<file path="config.mk">
export PLATFORM = sky130hd
export DESIGN_NAME = pluse_sync_sched_flat
export DESIGN_NICKNAME = d
export VERILOG_FILES = /design/src/rtl/pluse_sync_sched_if.sv /design/src/rtl/pluse_sync_sched.sv /design/src/flat_wrapper.sv
export SDC_FILE = /design/constraint.sdc
export NUM_CORES = 1
export LEC_CHECK = 0
export CAP_MARGIN = 40
export CORE_MARGIN = 2
export CORE_UTILIZATION = 47
export CTS_BUF_LIST = sky130_fd_sc_hd__clkbuf_8
export CTS_CLUSTER_SIZE = 20
export DETAILED_ROUTE_END_ITERATION = 10
export PLACE_DENSITY = 0.76
export SYNTH_ARGS = -nofsm -noshare
export SYNTH_HDL_FRONTEND = slang
export SYNTH_SLANG_ARGS = --single-unit
</file>
<file path="constraint.sdc">
create_clock -name src_clk -period 3 [get_ports src_clk]
set_input_delay 0.6 -clock src_clk [delete_from_list [all_inputs] [get_ports src_clk]]
set_output_delay 0.6 -clock src_clk [all_outputs]
set_load 0.1 [all_outputs]
</file>
<file path="src/rtl/pluse_sync_sched_if.sv">
`default_nettype none
// ============================================================================
// Module   : pluse_sync_sched_if
// Function : Request/status bundle between requesters and the pulse scheduler.
// Revision : 1.0
// ============================================================================
interface pluse_sync_sched_if #(
    parameter int N_REQ = 4,
    parameter int ID_W  = 2
);
    logic             en;
    logic [N_REQ-1:0] req;
    logic             ovf_clr;
    logic             s_pluse;
    logic [ID_W-1:0]  s_id;
    logic [N_REQ-1:0] pend;
    logic [N_REQ-1:0] ovf;
    logic             busy;

    modport master (
        output en, req, ovf_clr,
        input  s_pluse, s_id, pend, ovf, busy
    );

    modport slave (
        input  en, req, ovf_clr,
        output s_pluse, s_id, pend, ovf, busy
    );
endinterface
`default_nettype wire

</file>
<file path="src/rtl/pluse_sync_sched.sv">
`default_nettype none
// ============================================================================
// Module   : pluse_sync_sched
// Function : Round-robin scheduler sharing one toggle pulse synchronizer
//            between N_REQ requesters, with a GAP-cycle minimum pulse spacing.
// Revision : 1.0
// ============================================================================
module pluse_sync_sched #(
    parameter int N_REQ = 4,
    parameter int ID_W  = 2,
    parameter int GAP   = 6
) (
    input  wire logic          src_clk,
    input  wire logic          src_rst,
    pluse_sync_sched_if.slave  bus
);
    localparam int              CNT_W      = $clog2(GAP) + 1;
    localparam logic [CNT_W-1:0] c_CNT_LOAD = CNT_W'(GAP - 1);
    localparam logic [CNT_W-1:0] c_CNT_ONE  = CNT_W'(1);
    localparam logic [ID_W-1:0]  c_ID_LAST  = ID_W'(N_REQ - 1);

    typedef enum logic [0:0] {
        ST_IDLE = 1'b0,
        ST_GAP  = 1'b1
    } state_t;

    state_t             r_state;
    state_t             w_state_nxt;
    logic [CNT_W-1:0]   r_cnt;
    logic [CNT_W-1:0]   w_cnt_nxt;
    logic [ID_W-1:0]    r_rr_ptr;
    logic [ID_W-1:0]    w_rr_ptr_nxt;
    logic [ID_W-1:0]    r_s_id;
    logic [ID_W-1:0]    w_s_id_nxt;
    logic               r_s_pluse;
    logic               w_s_pluse_nxt;
    logic [N_REQ-1:0]   r_pend;
    logic [N_REQ-1:0]   w_pend_nxt;
    logic [N_REQ-1:0]   r_ovf;
    logic [N_REQ-1:0]   w_ovf_nxt;
    logic [N_REQ-1:0]   w_grant_vec;
    logic               w_grant;
    logic [ID_W-1:0]    w_win;
    logic               w_win_vld;
    int                 w_dist;
    int                 w_best;

    // Winner is the pending requester at the smallest upward distance from rr_ptr.
    always_comb begin
        w_win     = '0;
        w_win_vld = 1'b0;
        w_best    = N_REQ;
        w_dist    = 0;
        for (int i = 0; i < N_REQ; i++) begin
            w_dist = i - int'(r_rr_ptr);
            if (w_dist < 0) begin
                w_dist = w_dist + N_REQ;
            end
            if (r_pend[i] && (w_dist < w_best)) begin
                w_best    = w_dist;
                w_win     = ID_W'(i);
                w_win_vld = 1'b1;
            end
        end
    end

    always_comb begin
        w_state_nxt   = r_state;
        w_cnt_nxt     = r_cnt;
        w_s_pluse_nxt = 1'b0;
        w_s_id_nxt    = r_s_id;
        w_rr_ptr_nxt  = r_rr_ptr;
        w_grant       = 1'b0;
        case (r_state)
            ST_IDLE: begin
                if (bus.en && w_win_vld) begin
                    w_grant       = 1'b1;
                    w_s_pluse_nxt = 1'b1;
                    w_s_id_nxt    = w_win;
                    w_cnt_nxt     = c_CNT_LOAD;
                    w_state_nxt   = ST_GAP;
                    w_rr_ptr_nxt  = (w_win == c_ID_LAST) ? '0 : w_win + ID_W'(1);
                end
            end
            ST_GAP: begin
                if (r_cnt == c_CNT_ONE) begin
                    w_state_nxt = ST_IDLE;
                end else begin
                    w_cnt_nxt = r_cnt - c_CNT_ONE;
                end
            end
            default: begin
                w_state_nxt = ST_IDLE;
            end
        endcase
    end

    generate
        for (genvar gi = 0; gi < N_REQ; gi++) begin : g_grant_vec
            assign w_grant_vec[gi] = w_grant && (w_win == ID_W'(gi));
        end
    endgenerate

    // A request on its own grant edge re-arms pend; a set of ovf beats the clear.
    always_comb begin
        w_pend_nxt = (r_pend & ~w_grant_vec) | bus.req;
        w_ovf_nxt  = (r_ovf & ~{N_REQ{bus.ovf_clr}})
                   | (bus.req & r_pend & ~w_grant_vec);
    end

    always_ff @(posedge src_clk or posedge src_rst) begin
        if (src_rst) begin
            r_state   <= ST_IDLE;
            r_cnt     <= '0;
            r_rr_ptr  <= '0;
            r_s_id    <= '0;
            r_s_pluse <= 1'b0;
            r_pend    <= '0;
            r_ovf     <= '0;
        end else begin
            r_state   <= w_state_nxt;
            r_cnt     <= w_cnt_nxt;
            r_rr_ptr  <= w_rr_ptr_nxt;
            r_s_id    <= w_s_id_nxt;
            r_s_pluse <= w_s_pluse_nxt;
            r_pend    <= w_pend_nxt;
            r_ovf     <= w_ovf_nxt;
        end
    end

    assign bus.s_pluse = r_s_pluse;
    assign bus.s_id    = r_s_id;
    assign bus.pend    = r_pend;
    assign bus.ovf     = r_ovf;
    assign bus.busy    = (r_state == ST_GAP);

endmodule
`default_nettype wire

</file>
<file path="src/flat_wrapper.sv">
// flat-port wrapper written by rule: the top's interface ports become plain ports
module pluse_sync_sched_flat 
#(
    parameter int N_REQ = 4,
    parameter int ID_W  = 2,
    parameter int GAP   = 6
)
  (src_clk, src_rst, bus_en, bus_req, bus_ovf_clr, bus_s_pluse, bus_s_id, bus_pend, bus_ovf, bus_busy);
  pluse_sync_sched_if #(.N_REQ(N_REQ), .ID_W(ID_W)) bus_i ();
  input  wire logic src_clk;
  input  wire logic src_rst;
  input wire logic [$bits(bus_i.en)-1:0] bus_en;
  input wire logic [$bits(bus_i.req)-1:0] bus_req;
  input wire logic [$bits(bus_i.ovf_clr)-1:0] bus_ovf_clr;
  output wire logic [$bits(bus_i.s_pluse)-1:0] bus_s_pluse;
  output wire logic [$bits(bus_i.s_id)-1:0] bus_s_id;
  output wire logic [$bits(bus_i.pend)-1:0] bus_pend;
  output wire logic [$bits(bus_i.ovf)-1:0] bus_ovf;
  output wire logic [$bits(bus_i.busy)-1:0] bus_busy;
  assign bus_i.en = bus_en;
  assign bus_i.req = bus_req;
  assign bus_i.ovf_clr = bus_ovf_clr;
  assign bus_s_pluse = bus_i.s_pluse;
  assign bus_s_id = bus_i.s_id;
  assign bus_pend = bus_i.pend;
  assign bus_ovf = bus_i.ovf;
  assign bus_busy = bus_i.busy;
  pluse_sync_sched #(.N_REQ(N_REQ), .ID_W(ID_W), .GAP(GAP)) u_core (.src_clk(src_clk), .src_rst(src_rst), .bus(bus_i));
endmodule
</file>
==> flow_summary_export.csv <==
group,metric,value,unit
outcome,outcome,"complete, but fails checks",
outcome,violations,"negative setup slack",
clock_network,clk_latency,250,ps
synthesis,synth.distinct_cells,31,
sta,fin_skew,1.78,ps
drt,vias_per_cell,5.23,
cells_and_area,nNetsFinal,155,
drt,vias,863,
place,post-dp-hpwl,1700,um
synthesis,ys_async_sr_fraction,1.00,
synthesis,synth_edf_count,0,
setup_path,path_buf_inv,1,
setup_path,criticalPathCategory,"reg -> reg",
sta,setup_viol,10,
cells_and_area,drive_gt1_frac,0.384,
synthesis,ys.flop_type,"dfrtp_1",
sta,fin_crit,3160,ps
clock_network,cts.clk_slew.worst_paths,60,ps
synthesis,yosysWarningCount,0,
worst_hold_path,hold_class,"reg -> reg",
global_route,first_global_vias,897,
cells_and_area,n_fill_cell,153,
die,die_h,50.6,um
sta,slew_viol_final,0,
global_route,grtUsageMet2,0.344,
setup_path,cp.required,3140,ps
die,ioPinCount,20,
drt,drc,0,
place,portBuffers,19,
setup_path,cp_cell_sequence,"and2b_1 > o21ai_2 > o31ai_2 > inv_1 > ha_4 > o22a_1 > o31ai_2 > nand2_1 > mux2i_1 > ha_1 > o221ai_2 > nand3b_1 > and3_4 > ha_4 > nand2_1 > a32o_1",
global_route,grt_pass1_wl,4020,um
synthesis,seq_area_frac_synth,0.442,
setup_path,cpLargestDelayFamily,"compound AO/OA/AOI/OAI gates",
drt,dr.pass1.iters,4,
sta,tightest_slew,658,ps
cells_and_area,area_growth_syn_to_layout,43.7,%
drt,wire_per_inst,14.2,um
clock_network,cts_tree,"built",
sta,max_freq,0.316,GHz
synthesis,synth_area_per_cell,10.2,sq um
sta,layout_setup_ws,-164,ps
synthesis,netlist_instances,100,
global_route,track_usage,0.208,
clock_network,cts_root_buf,"clkbuf_8",
setup_path,cp-start-kind,"flop",
sta,slew-limit-headroom,0.561,
setup_path,worstPathMaxFanout,5,
synthesis,ys_ff_latch,18,
global_route,use_met3,0.0298,
sta,hold_slack,504,ps
place,placed_cells,153,
global_route,grt-busiest-layer,"met2",
cells_and_area,diodes,0,
die,core,2000,sq um
setup_path,crit_slowest_cell,"dfrtp_4",
clock_network,htree_levels,1,
cells_and_area,layout.cells.non_filler,165,
global_route,antenna_found_initial,0,
drt,initialDrtViolationCount,8,
sta,rsz0062_at_grt,"true",
global_route,grt_remaining_overflow,0,
synthesis,synth_nets,116,
drt,totalWireLength,2340,um
flow_run,drv_cap,0,
global_route,gr-usage-met1,0.278,
setup_path,crit_path_end_kind,"flop",
setup_path,cpPeakStageDelay,490,ps
global_route,grt_max_degree,19,
sta,hold_viol,0,
die,fp-row-count,16,
place,place_congestion,0.783,
clock_network,clock_sinks,18,
synthesis,synthesis.area,1020,sq um
die,die_x,50.6,um
setup_path,cp.arrival,3300,ps
die,die-area,2560,sq um
drt,ant_nets,0,
die,initial_utilization,0.509,
clock_network,cts_buffer_depth,2,
clock_network,cts_buffers,3,
sta,period_share,1.05,
## worst register-to-register path, cell delays in order, from the launching register on
cell and delay [ps]:
dfrtp_4 490, and2b_1 180, o21ai_2 140, o31ai_2 90, inv_1 90, ha_4 200, o22a_1 230, o31ai_2 70
nand2_1 120, mux2i_1 150, ha_1 310, o221ai_2 90, nand3b_1 210, and3_4 250, ha_4 120, nand2_1 60
a32o_1 260
## logic make-up (layout without fill, tap and decap cells)
kind of cell,count (synthesis),count (layout),share of synthesized area
adder cells (fa/ha/maj),8,8,0.0983
AND/OR/NAND/NOR,32,32,0.173
XOR/XNOR,2,2,0.0172
AO/OA/AOI/OAI,26,26,0.199
multiplexers,1,1,0.00983
buffers and inverters,13,51,0.0602
flip-flops,18,18,0.442
## area by class of cell
cell class	instances	area [sq um]	share of cell area
Sequential cell	18	458	0.313
Inverter	10	40.0	0.0274
Multi-Input combinational cell	69	582	0.397
Timing Repair Buffer	37	295	0.202
Tap cell	27	33.8	0.0231
Clock buffer	4	55.1	0.0376
## cell usage in the layout (no fill, tap or decap), types with 4 or more instances in the layout
cell / n
a21o_1: 4
a32o_1: 5
buf_4: 30
clkbuf_8: 4
clkdlybuf4s50_1: 7
dfrtp_1: 16
ha_1: 5
inv_1: 9
nand2_1: 9
nor2b_1: 4
o21ai_0: 4
## registers in the layout, summed over array words and instances, names as in the netlist
register / count
u_core.r_rr_ptr: 2
u_core.r_cnt: 4
u_core.bus.pend: 4
u_core.bus.busy: 1
u_core.bus.s_pluse: 1
u_core.bus.s_id: 2
u_core.bus.ovf: 4
## path summary, 6_finish.rpt
check | from | to | slack (ps) | cells past startpoint
max | u_core.bus.pend[1] | u_core.bus.ovf[2] | -160 | 16
min | u_core.bus.ovf[1] | u_core.bus.ovf[1] | 500 | 1
max reg2reg | u_core.bus.pend[1] | u_core.bus.ovf[2] | -160 | 16
min reg2reg | u_core.bus.ovf[1] | u_core.bus.ovf[1] | 500 | 1
max in group asynchronous | src_rst | u_core.bus.pend[0] | 1770 | 2
min in group asynchronous | src_rst | u_core.r_cnt[1] | 740 | 2
## cells in the mapped netlist (2+ instances only)
| cell | instances | area, sq um |
|---|---|---|
| nand3_1 | 4 | 20.0 |
| inv_1 | 9 | 33.8 |
| a21oi_1 | 2 | 10.0 |
| a21o_1 | 4 | 30.0 |
| nor2_1 | 3 | 11.3 |
| o31ai_1 | 3 | 22.5 |
| o21ai_0 | 5 | 25.0 |
| ha_1 | 8 | 100 |
| a31oi_1 | 2 | 12.5 |
| nand2_1 | 10 | 37.5 |
| dfrtp_1 | 18 | 450 |
| nor3_1 | 2 | 10.0 |
| and3_1 | 3 | 18.8 |
| a32o_1 | 5 | 50.1 |
| nand3b_1 | 2 | 15.0 |
| nor2b_1 | 4 | 25.0 |
| buf_2 | 2 | 10.0 |
## what timing repair did
item                                    4_1_cts  5_1_grt
hold buffers                                  0        0
pin swaps                                     9        6
resized for setup                             5        7
cloned                                        0        0
endpoints found under the setup margin       10       10
buffers inserted                              7        1
## per-layer routing
metal  routed length (um)  up-vias
met1                 1030      410
li1                     -      433
met2                 1220       15
met4                   27        0
met5                    0        -
met3                   59        5
## metrics by stage
stage          setup slack, ps  cell area (sq um)  utilization  setup TNS, ps
3_3_place_gp             -10.5               1280        0.638          -14.3
4_1_cts                   -118               1420        0.708           -735
3_5_place_dp              -154               1280        0.638           -979
5_1_grt                   -302               1460        0.731          -2480
6_report                  -164               1460        0.731          -1120
2_1_floorplan             -329               1030            -          -2870
Power is not shown: default switching activity piles up to over one toggle a cycle in this logic, so the estimate is an artifact.
